**src/rtl/idex_pkg.sv**
```systemverilog
// rtl/idex_pkg.sv - default widths and stage record for the ID/EX pipeline register
package idex_pkg;

  localparam int EX_W_DEF   = 4;
  localparam int MEM_W_DEF  = 7;
  localparam int DATA_W_DEF = 32;
  localparam int REG_W_DEF  = 5;
  localparam int IMM_W_DEF  = 32;

  // One pipeline slot at default widths.
  typedef struct packed {
    logic                  valid;
    logic [EX_W_DEF-1:0]   ex;
    logic [MEM_W_DEF-1:0]  mem;
    logic [DATA_W_DEF-1:0] rd1;
    logic [DATA_W_DEF-1:0] rd2;
    logic [REG_W_DEF-1:0]  rd;
    logic [IMM_W_DEF-1:0]  imm;
  } idex_stage_t;

endpackage

```
**src/rtl/idex_pipe_reg_if.sv**
```systemverilog
// rtl/idex_pipe_reg_if.sv - decode-side inputs and execute-side outputs of the ID/EX register
interface idex_pipe_reg_if #(
  parameter int EX_W      = 4,
  parameter int MEM_W     = 7,
  parameter int DATA_W    = 32,
  parameter int REG_W     = 5,
  parameter int IMM_IN_W  = 32,
  parameter int IMM_OUT_W = 16,
  parameter int CNT_W     = 16
);

  logic                 i_valid;
  logic [EX_W-1:0]      i_ex;
  logic [MEM_W-1:0]     i_mem;
  logic [DATA_W-1:0]    i_rd1;
  logic [DATA_W-1:0]    i_rd2;
  logic [REG_W-1:0]     i_rd;
  logic [IMM_IN_W-1:0]  i_imm;

  logic                 o_valid;
  logic [EX_W-1:0]      o_ex;
  logic [MEM_W-1:0]     o_mem;
  logic [DATA_W-1:0]    o_rd1;
  logic [DATA_W-1:0]    o_rd2;
  logic [REG_W-1:0]     o_rd;
  logic [IMM_OUT_W-1:0] o_imm;
  logic [CNT_W-1:0]     o_bubbles;

  modport master (
    output i_valid, i_ex, i_mem, i_rd1, i_rd2, i_rd, i_imm,
    input  o_valid, o_ex, o_mem, o_rd1, o_rd2, o_rd, o_imm, o_bubbles
  );

  modport slave (
    input  i_valid, i_ex, i_mem, i_rd1, i_rd2, i_rd, i_imm,
    output o_valid, o_ex, o_mem, o_rd1, o_rd2, o_rd, o_imm, o_bubbles
  );

endinterface

```
**src/rtl/idex_stage_cell.sv**
```systemverilog
// rtl/idex_stage_cell.sv - one pipeline stage with reset > flush > stall > load priority
module idex_stage_cell #(
  parameter int W = 1
) (
  input  logic         clock,
  input  logic         reset,
  input  logic         stall,
  input  logic         flush,
  input  logic [W-1:0] d,
  output logic [W-1:0] q
);

  always_ff @(posedge clock or posedge reset) begin
    if (reset) begin
      q <= '0;
    end else if (flush) begin
      q <= '0;
    end else if (!stall) begin
      q <= d;
    end
  end

endmodule

```
**src/rtl/idex_pipe_reg.sv**
```systemverilog
// rtl/idex_pipe_reg.sv - DEPTH-stage ID/EX register with stall, flush, imm narrowing and bubble counter
module idex_pipe_reg
  import idex_pkg::*;
#(
  parameter int DEPTH     = 2,
  parameter int EX_W      = EX_W_DEF,
  parameter int MEM_W     = MEM_W_DEF,
  parameter int DATA_W    = DATA_W_DEF,
  parameter int REG_W     = REG_W_DEF,
  parameter int IMM_IN_W  = IMM_W_DEF,
  parameter int IMM_OUT_W = 16,
  parameter int CNT_W     = 16
) (
  input  logic            clock,
  input  logic            reset,
  input  logic            stall,
  input  logic            flush,
  idex_pipe_reg_if.slave  bus
);

  localparam int PW = 1 + EX_W + MEM_W + 2 * DATA_W + REG_W + IMM_IN_W;

  logic [DEPTH-1:0][PW-1:0] stage_q;
  logic [PW-1:0]            in_word;
  logic                     out_valid;
  logic [IMM_IN_W-1:0]      out_imm;
  logic [CNT_W-1:0]         bubbles_q;

  // Bubbles carry zero control so execute never acts on them.
  assign in_word = {bus.i_valid,
                    bus.i_ex  & {EX_W{bus.i_valid}},
                    bus.i_mem & {MEM_W{bus.i_valid}},
                    bus.i_rd1, bus.i_rd2, bus.i_rd, bus.i_imm};

  generate
    for (genvar k = 0; k < DEPTH; k++) begin : g_stage
      if (k == 0) begin : g_first
        idex_stage_cell #(.W(PW)) u_cell (
          .clock (clock),
          .reset (reset),
          .stall (stall),
          .flush (flush),
          .d     (in_word),
          .q     (stage_q[k])
        );
      end else begin : g_next
        idex_stage_cell #(.W(PW)) u_cell (
          .clock (clock),
          .reset (reset),
          .stall (stall),
          .flush (flush),
          .d     (stage_q[k-1]),
          .q     (stage_q[k])
        );
      end
    end
  endgenerate

  assign {out_valid, bus.o_ex, bus.o_mem, bus.o_rd1, bus.o_rd2, bus.o_rd, out_imm} = stage_q[DEPTH-1];
  assign bus.o_valid = out_valid;
  assign bus.o_imm   = out_imm[IMM_OUT_W-1:0];

  generate
    if (IMM_OUT_W < IMM_IN_W) begin : g_imm_hi
      logic unused_imm_hi;
      assign unused_imm_hi = ^out_imm[IMM_IN_W-1:IMM_OUT_W];
    end
  endgenerate

  // Saturating count of empty output cycles, including stalled ones.
  always_ff @(posedge clock or posedge reset) begin
    if (reset) begin
      bubbles_q <= '0;
    end else if (!out_valid && (bubbles_q != {CNT_W{1'b1}})) begin
      bubbles_q <= bubbles_q + {{(CNT_W-1){1'b0}}, 1'b1};
    end
  end

  assign bus.o_bubbles = bubbles_q;

endmodule
```
**src/flat_wrapper.sv**
```systemverilog
// flat-port wrapper written by rule: the top's interface ports become plain ports
module idex_pipe_reg_flat import idex_pkg::*;
#(
  parameter int DEPTH     = 2,
  parameter int EX_W      = EX_W_DEF,
  parameter int MEM_W     = MEM_W_DEF,
  parameter int DATA_W    = DATA_W_DEF,
  parameter int REG_W     = REG_W_DEF,
  parameter int IMM_IN_W  = IMM_W_DEF,
  parameter int IMM_OUT_W = 16,
  parameter int CNT_W     = 16
)
  (clock, reset, stall, flush, bus_i_valid, bus_i_ex, bus_i_mem, bus_i_rd1, bus_i_rd2, bus_i_rd, bus_i_imm, bus_o_valid, bus_o_ex, bus_o_mem, bus_o_rd1, bus_o_rd2, bus_o_rd, bus_o_imm, bus_o_bubbles);
  idex_pipe_reg_if #(.EX_W(EX_W), .MEM_W(MEM_W), .DATA_W(DATA_W), .REG_W(REG_W), .IMM_IN_W(IMM_IN_W), .IMM_OUT_W(IMM_OUT_W), .CNT_W(CNT_W)) bus_i ();
  input  logic clock;
  input  logic reset;
  input  logic stall;
  input  logic flush;
  input wire logic [$bits(bus_i.i_valid)-1:0] bus_i_valid;
  input wire logic [$bits(bus_i.i_ex)-1:0] bus_i_ex;
  input wire logic [$bits(bus_i.i_mem)-1:0] bus_i_mem;
  input wire logic [$bits(bus_i.i_rd1)-1:0] bus_i_rd1;
  input wire logic [$bits(bus_i.i_rd2)-1:0] bus_i_rd2;
  input wire logic [$bits(bus_i.i_rd)-1:0] bus_i_rd;
  input wire logic [$bits(bus_i.i_imm)-1:0] bus_i_imm;
  output wire logic [$bits(bus_i.o_valid)-1:0] bus_o_valid;
  output wire logic [$bits(bus_i.o_ex)-1:0] bus_o_ex;
  output wire logic [$bits(bus_i.o_mem)-1:0] bus_o_mem;
  output wire logic [$bits(bus_i.o_rd1)-1:0] bus_o_rd1;
  output wire logic [$bits(bus_i.o_rd2)-1:0] bus_o_rd2;
  output wire logic [$bits(bus_i.o_rd)-1:0] bus_o_rd;
  output wire logic [$bits(bus_i.o_imm)-1:0] bus_o_imm;
  output wire logic [$bits(bus_i.o_bubbles)-1:0] bus_o_bubbles;
  assign bus_i.i_valid = bus_i_valid;
  assign bus_i.i_ex = bus_i_ex;
  assign bus_i.i_mem = bus_i_mem;
  assign bus_i.i_rd1 = bus_i_rd1;
  assign bus_i.i_rd2 = bus_i_rd2;
  assign bus_i.i_rd = bus_i_rd;
  assign bus_i.i_imm = bus_i_imm;
  assign bus_o_valid = bus_i.o_valid;
  assign bus_o_ex = bus_i.o_ex;
  assign bus_o_mem = bus_i.o_mem;
  assign bus_o_rd1 = bus_i.o_rd1;
  assign bus_o_rd2 = bus_i.o_rd2;
  assign bus_o_rd = bus_i.o_rd;
  assign bus_o_imm = bus_i.o_imm;
  assign bus_o_bubbles = bus_i.o_bubbles;
  idex_pipe_reg #(.DEPTH(DEPTH), .EX_W(EX_W), .MEM_W(MEM_W), .DATA_W(DATA_W), .REG_W(REG_W), .IMM_IN_W(IMM_IN_W), .IMM_OUT_W(IMM_OUT_W), .CNT_W(CNT_W)) u_core (.clock(clock), .reset(reset), .stall(stall), .flush(flush), .bus(bus_i));
endmodule
```
**config.mk**
```make
export PLATFORM = sky130hd
export DESIGN_NAME = idex_pipe_reg_flat
export DESIGN_NICKNAME = d
export VERILOG_FILES = /design/src/rtl/idex_pkg.sv /design/src/rtl/idex_pipe_reg_if.sv /design/src/rtl/idex_stage_cell.sv /design/src/rtl/idex_pipe_reg.sv /design/src/flat_wrapper.sv
export SDC_FILE = /design/constraint.sdc
export NUM_CORES = 1
export LEC_CHECK = 0
export CORE_ASPECT_RATIO = 0.9
export CORE_MARGIN = 5
export CORE_UTILIZATION = 40
export DETAILED_ROUTE_END_ITERATION = 8
export PLACE_DENSITY = 0.65
export SLEW_MARGIN = 20
export SYNTH_ARGS = -nofsm -noshare
export SYNTH_HDL_FRONTEND = slang
export SYNTH_SLANG_ARGS = --single-unit
```
**constraint.sdc**
```tcl
create_clock -name clock -period 9.8 [get_ports clock]
set_input_delay 2.45 -clock clock [delete_from_list [all_inputs] [get_ports clock]]
set_output_delay 2.45 -clock clock [all_outputs]
set_load 0.02 [all_outputs]
```
==> flow_metrics.tcl <==
set metrics [dict create \
    grt_max_degree 137 \
    nets 1032 \
    routed_wirelength_um 19130 \
    start_kind "flip-flop" \
    yosys-top-cells-count "210 x dfrtp_1, 207 x nor2_1, 182 x mux2i_1" \
    wire_per_inst_um 15.77 \
    internal_power_mw 1.567 \
    rsz0062_at_grt "no" \
    synthArstFlopShare_pct 100.0 \
    drc 0 \
    synth_warnings 0 \
    ys_types 30 \
    synth_flop_cell "dfrtp_1" \
    slew_violations 0 \
    fin_area_um2 11590 \
    start_util_pct 40.71 \
    arrival_ns 1.65 \
    grt_antenna_before_repair 1 \
    antenna_cells 0 \
    num_vias 5788 \
    numCtsBuffers 24 \
    dieArea_um2 24290 \
    grt_pass1_vias 5881 \
    synth_top_area_share_pct 61.77 \
    finalSetupViolations 0 \
    yosysSeqAreaShare_pct 61.77 \
    grt.total_usage_pct 15.53 \
    max_freq_ghz 0.2437 \
    boundaryPins 230 \
    detailed_place.area_um2 10840 \
    clock_latency_ns 0.51 \
    portBuffers 213 \
    grt_pass1_wl_um 31210 \
    drive_gt1_share_pct 4.531 \
    grt_overflow 0 \
    post_cts_buffers 0 \
    synth_cells 718 \
    synth_edf_count 0 \
    p_total_mw 2.083 \
    setup.worst_path.end_class "output pin" \
    synthDominantAreaCellType "dfrtp_1" \
    syn_area_um2 8507 \
    syn-num-nets 836 \
    clock_power_share_pct 40.4 \
    place.gp.congestion 0.7288 \
    crit_buf_inv 1 \
    clock_skew_ns 0.01183 \
    ant_nets 0 \
    p_per_area_nw_per_um2 179.7 \
    drtIter0Drc 344 \
    power_switching_mw 0.5154 \
    fin_util_pct 55.48 \
    clock_path_buffers 3 \
    cp_data_required_time_ns 7.35 \
    cts_sinks 210 \
    dp_hpwl_um 12150 \
    path_class "reg2out" \
    die_h_um 148.4 \
    cts_hold_buf 0 \
    cpPeakStageDelay_ns 0.67 \
    first_pass_iters 4 \
    fin_crit_sh_pct 41.87 \
    postCtsResizedCells 0 \
    ir_drop_v 0.0001154 \
    cts_tree "yes" \
    p_leak_nw 5.564 \
    clkSlewWorstSetupHoldPaths_ns 0.05 \
    outcome "completed" \
    synth_most_common_cell "dfrtp_1" \
    preCtsSetupSlack_ns 4.989 \
    cap_viol_max_count 0 \
    cpLargestDelayFamily "buffers and inverters" \
    area_delta_synth_final_pct 36.27 \
    worst_path_max_delay_cell "clkdlybuf4s50_1" \
    fin_tns_setup_ns 0 \
    core-area_um2 20900 \
    avgViaCountPerCell 4.772 \
    slew_headroom_pct 31.05 \
    rows 50 \
    tightest_slew_ns 1.034 \
    pwr-share-seq_pct 46.0 \
    crit_fanout 9 \
    switching_share_pct 24.74 \
    setup_slack_ns 5.697 \
    die_w_um 163.7 \
    hold_class "reg2reg" \
    synth.ff_latch_count 210 \
    fin_crit_ns 4.103 \
    syn_avg_cell_area_um2 11.85 \
    crit_chain "clkdlybuf4s50_1" \
    cts_root_buf "clkbuf_16" \
    pwr-share-comb_pct 13.6 \
    ys_top_cells_by_area "dfrtp_1 62%, mux2i_1 21%, nor2_1 9.1%" \
    hold_viol 0 \
    htreeDepth 1 \
]
layer usage:
layer  routed length [µm]  GRT usage (%)  up-vias
li1                     -              -     2803
met5                   11              0        -
met3                 2171          6.927       26
met4                  286          2.977        2
met1                 8717          22.20     2783
met2                 7943          22.07      174
flip-flops by register name (all words and copies together) (netlist names):
signal                           cells
u_core.g_stage.g_first.u_cell.q     97
u_core.g_stage.g_next.u_cell.q      97
u_core.bus.o_bubbles                16
final timing paths:
check / from / slack, ns / to / cells past startpoint
worst min register to register: u_core.g_stage[0].g_first.u_cell.q[62] / 0.51 / u_core.g_stage[1].g_next.u_cell.q[62] / 2
min in group asynchronous: reset / 2.53 / u_core.g_stage[1].g_next.u_cell.q[57] / 2
worst max register to register: u_core.bus.o_bubbles[0] / 7.90 / u_core.bus.o_bubbles[10] / 5
worst max-delay path: u_core.g_stage[1].g_next.u_cell.q[112] / 5.70 / bus_o_valid / 1
worst min-delay path: u_core.g_stage[0].g_first.u_cell.q[62] / 0.51 / u_core.g_stage[1].g_next.u_cell.q[62] / 2
max in group asynchronous: reset / 6.03 / u_core.g_stage[0].g_first.u_cell.q[43] / 3
cell usage in the layout (no fill, tap or decap), drive strengths merged, types with 3 or more instances in the layout:
cell type      netlist  layout
xnor2                9       9
buf                 23       6
a21oi               10      10
nand2               14      14
nor2               207     207
clkdlybuf4s50        0     211
nand3                7       7
inv                  2       3
mux2i              182     182
nand4                6       6
dfrtp              210     210
clkbuf              24      36
cell type report:
type                    instances  area, µm²
clock buffers                  36      726.9
well taps                     286      357.8
flip-flops and latches        210       5255
fillers                      1869       9303
clock inverters                 3      21.27
inverters                       2      15.01
multi-input cells             459       3044
repair buffers                217       2172
logic make-up after synthesis:
group                      count (synthesis)  share of synthesized area (%)
and+or+nand+nor                          245                          11.59
DFF                                      210                          61.77
muxes                                    183                          21.55
buffers and inverters                     49                          2.442
AOI/OAI and AO/OA                         19                          1.368
xor gates and xnor gates                  11                          1.133
adders and majority gates                  1                         0.1471
stage by stage:
step,hold slack (ns),instances
finish,0.5117,1213
global placement,0.4922,1174
floorplan,0.4795,718
global route,0.5386,1213
CTS,0.5148,1213
detailed placement,0.5021,1174
power by group through the flow:
stage	sequential [mW]	clock, mW	combinational [mW]
after floorplan	1.00	0	0.126
after global placement	0.972	0	0.285
after detailed placement	0.974	0	0.287
after CTS	0.959	0.873	0.289
after global routing	0.968	0.911	0.310
final	0.958	0.841	0.284
(Power assumes the default switching activity.)
